File: src/rtl/pcie_link_status_led_pkg.sv
// Shared LTSSM decode constants and link-state encoding for the PCIe status/LED logic.
package pcie_status_pkg;

  localparam logic [4:0] LTSSM_L0         = 5'h0F;
  localparam logic [4:0] LTSSM_POLL_COMPL = 5'h03;
  localparam logic [4:0] LTSSM_RECOV_LO   = 5'h0C;
  localparam logic [4:0] LTSSM_RECOV_HI   = 5'h0E;

  typedef enum logic [1:0] {
    DOWN  = 2'd0,
    QUAL  = 2'd1,
    UP    = 2'd2,
    RECOV = 2'd3
  } link_state_e;

  function automatic logic is_recov_code(input logic [4:0] code);
    return (code >= LTSSM_RECOV_LO) && (code <= LTSSM_RECOV_HI);
  endfunction

endpackage

File: src/rtl/pcie_link_status_led_rst_sync.sv
// Async-assert / sync-deassert reset synchronizer of parametrised depth (2..4 flops).
module rst_sync_n #(
  parameter int STAGES = 2
) (
  input  logic clk,
  input  logic arst_n,
  output logic sync_n
);

  logic [STAGES-1:0] sync_r;

  // Shift ones in after release; any low on arst_n clears the chain at once.
  always_ff @(posedge clk or negedge arst_n) begin
    if (!arst_n) begin
      sync_r <= '0;
    end else begin
      sync_r <= {sync_r[STAGES-2:0], 1'b1};
    end
  end

  assign sync_n = sync_r[STAGES-1];

endmodule

File: src/rtl/pcie_link_status_led.sv
// Link-status and LED controller: L0 qualification, recovery blink, saturating
// link-drop counter and selectable LED polarity, driven by the ICM test bus.
module pcie_link_status_led
  import pcie_status_pkg::*;
#(
  parameter int LANE_CODE_W    = 4,
  parameter int ALIVE_W        = 26,
  parameter int SYNC_STAGES    = 2,
  parameter int L0_STABLE      = 1024,
  parameter int DROP_CNT_W     = 8,
  parameter int LED_ACTIVE_LOW = 1
) (
  input  logic                   pld_clk,
  input  logic                   any_rstn,
  input  logic [4:0]             ltssm,
  input  logic [LANE_CODE_W-1:0] lane_code,
  input  logic                   drop_clr,
  output logic                   link_up,
  output logic                   retrain_pulse,
  output logic [DROP_CNT_W-1:0]  drop_cnt,
  output logic                   alive_led,
  output logic                   comp_led,
  output logic                   L0_led,
  output logic [LANE_CODE_W-1:0] lane_active_led
);

  localparam int                STAB_W    = $clog2(L0_STABLE + 1);
  localparam logic [STAB_W-1:0] STAB_LAST = STAB_W'(L0_STABLE - 1);
  localparam logic              LED_INV   = (LED_ACTIVE_LOW != 0);

  logic                   rst_sync_s;
  logic [ALIVE_W-1:0]     alive_cnt_r;
  logic [ALIVE_W-1:0]     alive_inc_s;
  logic [STAB_W-1:0]      stab_cnt_r;
  logic [DROP_CNT_W-1:0]  drop_cnt_r;
  link_state_e            state_r;
  logic                   link_up_r;
  logic                   retrain_r;
  logic                   l0_lit_r;
  logic                   comp_lit_r;
  logic [LANE_CODE_W-1:0] lane_lit_r;
  logic                   is_l0_s;
  logic                   is_recov_s;
  logic                   drop_evt_s;

  rst_sync_n #(.STAGES(SYNC_STAGES)) u_rst_sync (
    .clk    (pld_clk),
    .arst_n (any_rstn),
    .sync_n (rst_sync_s)
  );

  assign alive_inc_s = alive_cnt_r + ALIVE_W'(1);
  assign is_l0_s     = (ltssm == LTSSM_L0);
  assign is_recov_s  = is_recov_code(ltssm);
  // A drop is leaving an established link for anything other than L0 or recovery.
  assign drop_evt_s  = ((state_r == UP) || (state_r == RECOV)) && !is_l0_s && !is_recov_s;

  // Heartbeat counter and one-cycle-delayed compliance/lane indications.
  always_ff @(posedge pld_clk or negedge rst_sync_s) begin
    if (!rst_sync_s) begin
      alive_cnt_r <= '0;
      comp_lit_r  <= 1'b0;
      lane_lit_r  <= '0;
    end else begin
      alive_cnt_r <= alive_inc_s;
      comp_lit_r  <= (ltssm == LTSSM_POLL_COMPL);
      lane_lit_r  <= lane_code;
    end
  end

  // Link FSM; link_up and the link LED are registered alongside the next state,
  // so the blink bit comes from the incremented heartbeat value.
  always_ff @(posedge pld_clk or negedge rst_sync_s) begin
    if (!rst_sync_s) begin
      state_r    <= DOWN;
      stab_cnt_r <= '0;
      link_up_r  <= 1'b0;
      retrain_r  <= 1'b0;
      l0_lit_r   <= 1'b0;
    end else begin
      retrain_r <= 1'b0;
      case (state_r)
        DOWN: begin
          if (is_l0_s) begin
            state_r    <= QUAL;
            stab_cnt_r <= STAB_W'(1);
          end
        end
        QUAL: begin
          if (!is_l0_s) begin
            state_r <= DOWN;
          end else if (stab_cnt_r >= STAB_LAST) begin
            state_r   <= UP;
            link_up_r <= 1'b1;
            l0_lit_r  <= 1'b1;
          end else begin
            stab_cnt_r <= stab_cnt_r + STAB_W'(1);
          end
        end
        UP: begin
          if (is_recov_s) begin
            state_r   <= RECOV;
            retrain_r <= 1'b1;
            l0_lit_r  <= alive_inc_s[ALIVE_W-3];
          end else if (!is_l0_s) begin
            state_r   <= DOWN;
            link_up_r <= 1'b0;
            l0_lit_r  <= 1'b0;
          end
        end
        RECOV: begin
          if (is_l0_s) begin
            state_r  <= UP;
            l0_lit_r <= 1'b1;
          end else if (is_recov_s) begin
            l0_lit_r <= alive_inc_s[ALIVE_W-3];
          end else begin
            state_r   <= DOWN;
            link_up_r <= 1'b0;
            l0_lit_r  <= 1'b0;
          end
        end
        default: begin
          state_r   <= DOWN;
          link_up_r <= 1'b0;
          l0_lit_r  <= 1'b0;
        end
      endcase
    end
  end

  // Saturating drop counter; clear wins over a simultaneous drop.
  always_ff @(posedge pld_clk or negedge rst_sync_s) begin
    if (!rst_sync_s) begin
      drop_cnt_r <= '0;
    end else if (drop_clr) begin
      drop_cnt_r <= '0;
    end else if (drop_evt_s && (drop_cnt_r != {DROP_CNT_W{1'b1}})) begin
      drop_cnt_r <= drop_cnt_r + DROP_CNT_W'(1);
    end
  end

  assign link_up         = link_up_r;
  assign retrain_pulse   = retrain_r;
  assign drop_cnt        = drop_cnt_r;
  assign alive_led       = alive_cnt_r[ALIVE_W-1] ^ LED_INV;
  assign comp_led        = comp_lit_r ^ LED_INV;
  assign L0_led          = l0_lit_r ^ LED_INV;
  assign lane_active_led = lane_lit_r ^ {LANE_CODE_W{LED_INV}};

endmodule

File: config.mk
export PLATFORM = sky130hd
export DESIGN_NAME = pcie_link_status_led
export DESIGN_NICKNAME = d
export VERILOG_FILES = /design/src/rtl/pcie_link_status_led_pkg.sv /design/src/rtl/pcie_link_status_led_rst_sync.sv /design/src/rtl/pcie_link_status_led.sv
export SDC_FILE = /design/constraint.sdc
export NUM_CORES = 1
export LEC_CHECK = 0
export ABC_AREA = 0
export BUFFER_PORTS_ARGS = -buffer_cell sky130_fd_sc_hd__buf_2
export CORE_ASPECT_RATIO = 1.5
export CORE_MARGIN = 10
export CORE_UTILIZATION = 50
export DETAILED_ROUTE_END_ITERATION = 16
export PLACE_DENSITY = 0.82
export SYNTH_ARGS = -nofsm -noshare
export SYNTH_HDL_FRONTEND = slang
export SYNTH_HIERARCHICAL = 1
export SYNTH_SLANG_ARGS = --single-unit
File: constraint.sdc
create_clock -name pld_clk -period 2.7 [get_ports pld_clk]
set_input_delay 0 -clock pld_clk [delete_from_list [all_inputs] [get_ports pld_clk]]
set_output_delay 0 -clock pld_clk [all_outputs]
set_load 0.02 [all_outputs]
**Word-level counts from Yosys, hierarchy flattened**

Cells that the tools add are included.

- Add/subtract/negate cells: 3
- Magnitude comparators: 3
- Eq/ne operators: 17
- Muxes and demuxes: 27
- Bitwise operators: 4
- Reduce and logical (&&, ||, !) cells: 15

Operator list:

| cell | count |
|---|---|
| 11-bit 2-to-1 mux | 3 |
| 26-bit by 1-bit adder with 26-bit output, second input constant | 1 |
| 11-bit case mux with 2 select lines | 1 |
| 8-bit 2-to-1 mux | 2 |
| 2-bit != test, second input constant | 8 |
| 2-bit 2-to-1 mux | 7 |
| 4-bit AND reduction | 3 |
| 11-bit by 1-bit adder with 11-bit output, second input constant | 1 |
| 11-bit by 10-bit greater-or-equal comparator with 1-bit output, second input constant | 1 |
| 1-bit 2-to-1 mux | 11 |
| 3-bit != test, second input constant | 3 |
| 8-bit by 1-bit adder with 8-bit output, second input constant | 1 |
| 8-bit != test, second input constant | 1 |
| 2-bit case mux with 4 select lines | 1 |
| 7-bit AND reduction | 1 |
| 1-bit case mux with 3 select lines | 2 |
| 5-bit by 2-bit equality test with 1-bit output, second input constant | 1 |
| 5-bit by 4-bit equality test with 1-bit output, second input constant | 1 |
| 5-bit by 4-bit greater-or-equal comparator with 1-bit output, second input constant | 1 |
| 5-bit by 4-bit <= comparator with 1-bit output, second input constant | 1 |
| 2-bit equality test, second input constant | 2 |
| 1-bit logical AND | 4 |
| 4-bit NOT | 1 |
| 2-bit nonzero test | 2 |
| 6 further kinds | 9 |

- Bits in registers: 57
- Output and inout port bits: 17

**Longest topological paths before layout**

- Depth in word-level cells: 7
- Mapped depth: 6
- Depth with buffers taken out: 5

**Cells and area by module**

Netlist, hierarchy kept.

Modules (own cells, without submodules):

| module | instances | cells each | area each (µm²) | sequential area each (µm²) |
|---|---|---|---|---|
| pcie_link_status_led | 1 | 248 | 2,660.1 | 1,376.3 |
| rst_sync_n | 1 | 3 | 53.8 | 50.0 |

**Worst setup path before layout**

No wires, ideal clock.

- Kind: flip-flop to flip-flop
- From: register drop_cnt_r[0] (netlist: drop_cnt[0])
- To: register drop_cnt_r[6] (netlist: drop_cnt[6])
- Setup time: 119 ps
- Arrival time: 1,554 ps
- Data required time: 2,581 ps
- Slack: 1,027 ps
- Stages on the path, launching flop included: 7
- Buffers on the path: 1
- Cells stage by stage: dfrtp_1 -> ha_1 -> nand3_1 -> o211ai_1 -> buf_2 -> o31a_1 -> o21ba_2

- Word-level cells in the longest chain between the ends: 3
- Elaborated cells between the ends (all ways): 6

Ends and longest elaborated chain:

| element | RTL line | source |
|---|---|---|
| start, declared | pcie_link_status_led.sv:35 | `logic [DROP_CNT_W-1:0] drop_cnt_r;` |
| start signal, assigned | pcie_link_status_led.sv:139 | `drop_cnt_r <= drop_cnt_r + DROP_CNT_W'(1);` |
| 8-bit by 1-bit adder with 8-bit output / 8-bit != test (equally long branches) | pcie_link_status_led.sv:139, pcie_link_status_led.sv:138 |  |
| 8-bit 2-to-1 mux / 1-bit logical AND (equally long branches) | pcie_link_status_led.sv:138 | `end else if (drop_evt_s && (drop_cnt_r != {DROP_CNT_W{1'b1}})) begin` |
| 8-bit 2-to-1 mux / 2-bit nonzero test (equally long branches) | n/a |  |

Several ways; a longest one is shown, not always the timed one. The select of a mux whose other input is x is not followed.
A chain may end at the register's enable or synchronous reset.

**Final worst setup path**

- From: register drop_cnt_r[0] (netlist: drop_cnt[0])
- To: register drop_cnt_r[5] (netlist: drop_cnt[5])

Same word-level chain as after synthesis.

==> out/metrics.cfg <==
[outcome]
status = finished, final reports clean

[route]
antenna_left = 0
first_pass_iters = 4
drc = 0
drtIter0Drc = 89
wire_per_inst_um = 14.51
route.vias.total = 2074
wirelength_mm = 5.326
via_per_inst = 5.651

[die]
placement_rows = 32
die_h_um = 110.2
start_util_pct = 52.14
io_pins = 29
coreArea_um2 = 5205
die_w_um = 80.16
die_area_um2 = 8835

[sta]
post-route-min-period_ns = 1.899
max_slew_margin_pct = 39.73
rsz0062_at_grt = false
clock_skew_ns = 0.01071
tightest_slew_ns = 0.9001
finalHoldViolations = 0
finalSetupViolCount = 0
tns_ns = 0
finalCritPeriodShare_pct = 70.35
drv_slew = 0
fmax_mhz = 526.5
hold_ws_ns = 0.09278

[logic_synthesis]
synth_edf_count = 0
avgSynthCellArea_um2 = 10.81
synth_warnings = 6
synth_cells = 251
ys_ff_latch = 57
ys_types = 52
synth_nets = 266
async_reset_ff_share_pct = 100.0
syn_area_um2 = 2714
ys_seq_area_share_pct = 52.56
synth_flop_cell = dfrtp_1

[min_path]
holdCritStartpoint = ltssm[0]
whs_path_depth = 4
worstHoldEndpoint = retrain_pulse
hold_path.class = input port to flip-flop

[clocking]
cts_root_buffer = clkbuf_8
numCtsBuffers = 9
cts.path.max_buffers = 2
worstSkewPairLatency_ns = 0.32
cts_sinks = 57
cts_setup_buffers = 0
post_cts_resized = 0
cts_tree = yes
htreeDepth = 3
clkSlewWorstSetupHoldPaths_ns = 0.06

[global_routing]
overflow = 0
grt_pass1_wl_mm = 9.390
grt_usage_pct = 13.36
antenna_found_initial = 0
grt_max_degree = 38
grt_pass1_vias = 2174

[worst_setup_path]
worstPathRequired_ns = 2.95
critPathKind = flip-flop to flip-flop
r2r-start = drop_cnt[0]
reg2reg_to = drop_cnt[5]
rrSetupSlack_ns = 0.80
worstRegToRegCells = 5
start_kind = flip-flop
end_kind = flip-flop
crit_fanout = 14
critical_path_arrival_ns = 2.15

[placed_design]
dp_hpwl_mm = 3.765
port-buffer-count = 28
placed_cell_area_um2 = 2925
place_congestion = 0.7399

[power_and_ir_drop]
power_density_nw_per_um2 = 512.9
total_power_mw = 1.636
worst_ir_drop_vdd_mv = 0.4653
p_leak_nw = 1.469

[cells_and_area]
final_cell_area_um2 = 3189
final_core_util_pct = 61.27
synthToLayoutAreaGrowth_pct = 17.52
nNetsFinal = 311
antennaDiodeCount = 0
drive_above_1_share_pct = 19.73

[run]
drv_cap = 0

-- report_power, final --
group | internal, mW | total (mW) | leakage (nW) | switching, mW
sequential | 0.875 | 0.907 | 0.761 | 0.0317
clock | 0.347 | 0.634 | 0.0794 | 0.288
combinational | 0.0410 | 0.0950 | 0.628 | 0.0540
-- cell usage after synthesis (2+ instances only) --
| library cell | n | share of area (%) |
|---|---|---|
| inv_1 | 16 | 2.2 |
| o211ai_1 | 3 | 0.83 |
| or4_1 | 2 | 0.55 |
| nand4_1 | 9 | 2.1 |
| a31oi_1 | 2 | 0.46 |
| nor3_1 | 5 | 0.92 |
| o31ai_1 | 2 | 0.55 |
| buf_2 | 2 | 0.37 |
| dfrtp_1 | 57 | 53 |
| xor2_1 | 6 | 1.9 |
| nand3_1 | 21 | 3.9 |
| a21oi_1 | 14 | 2.6 |
| nor2_1 | 9 | 1.2 |
| or3_1 | 7 | 1.6 |
| a21o_1 | 2 | 0.55 |
| xnor2_1 | 18 | 5.8 |
| nor4_1 | 4 | 0.92 |
| clkbuf_1 | 3 | 0.41 |
| and3_1 | 2 | 0.46 |
| nand2_1 | 19 | 2.6 |
| and4_1 | 2 | 0.65 |
| mux2i_1 | 3 | 1.1 |
| a2111oi_2 | 3 | 1.7 |
| nor4_4 | 2 | 1.6 |
| ha_1 | 3 | 1.4 |
| o21ai_0 | 9 | 1.7 |
-- how the worst max path moves through the flow --
stage | start | to | slack [ns] | cells after the start
global route | drop_cnt[0] | drop_cnt[3] | 0.62 | 5
finish | drop_cnt[0] | drop_cnt[5] | 0.80 | 5
detailed placement | drop_cnt[0] | drop_cnt[5] | 0.83 | 5
floorplan | u_rst_sync/sync_r[1] | alive_cnt_r[0] | 1.0 | 0
global placement | drop_cnt[0] | drop_cnt[7] | 0.89 | 5
CTS | drop_cnt[0] | drop_cnt[5] | 0.80 | 5
-- worst max-delay path, cell delays in order, from the launching register on --
cell and delay [ns]:
dfrtp_1 0.42, ha_1 0.25, nand3_1 0.09, o211ai_1 0.33, or4_1 0.59, a21oi_1 0.15
-- timing repair --
item,4_1_cts,5_1_grt
endpoints found under the hold margin,15,0
hold buffers,11,0
setup endpoints to repair,0,0
-- area by class of cell --
class,instances,area (µm²)
clock buffers,13,148.9
well taps,68,85.08
fillers,406,2016
multi-input cells,170,1194
inverters,17,63.81
flip-flops and latches,57,1428
repair buffers,41,265.3
clock inverters,1,5.005
-- per-layer routing --
metal,wire length [µm],global-route usage (%)
met5,0,0
met3,205,3.160
met1,2061,13.59
met2,2891,23.59
met4,168,9.091
-- stage by stage --
step | setup WS, ns | cells
floorplan | 0.9956 | 251
global placement | 0.8897 | 342
detailed placement | 0.8316 | 342
CTS | 0.7983 | 367
global route | 0.6178 | 367
finish | 0.8006 | 367
-- state kept, by name, summed over array words and instances (netlist names) --
signal	count
alive_cnt_r	26
drop_cnt	8
u_rst_sync/sync_r	2
retrain_pulse	1
state_r	2
l0_lit_r	1
lane_lit_r	4
link_up	1
stab_cnt_r	11
comp_lit_r	1
-- layout by cell type (no fill, tap or decap), types with 4 or more instances in the layout --
master	count
o21ai_0	9
nand3_1	21
nor2_1	9
buf_2	28
xor2_1	6
or3_1	7
nand4_1	9
inv_1	16
dlygate4sd3_1	11
nand2_1	19
dfrtp_1	56
a21oi_1	14
nor4_1	4
xnor2_1	18
clkbuf_8	10
nor3_1	5
-- logic make-up (layout without fill, tap and decap cells) --
group	Yosys count	in the layout	share of synthesized area (%)
AND/OR/NAND/NOR	91	91	20.29
flip-flops	57	57	52.56
AO/OA/AOI/OAI	48	48	13.32
XOR/XNOR	24	24	7.745
buffers and inverters	24	72	3.457
adder cells (fa/ha/maj)	3	3	1.383
multiplexers	3	3	1.107
other	1	1	0.1382
Power figures use the tool's default switching activity.
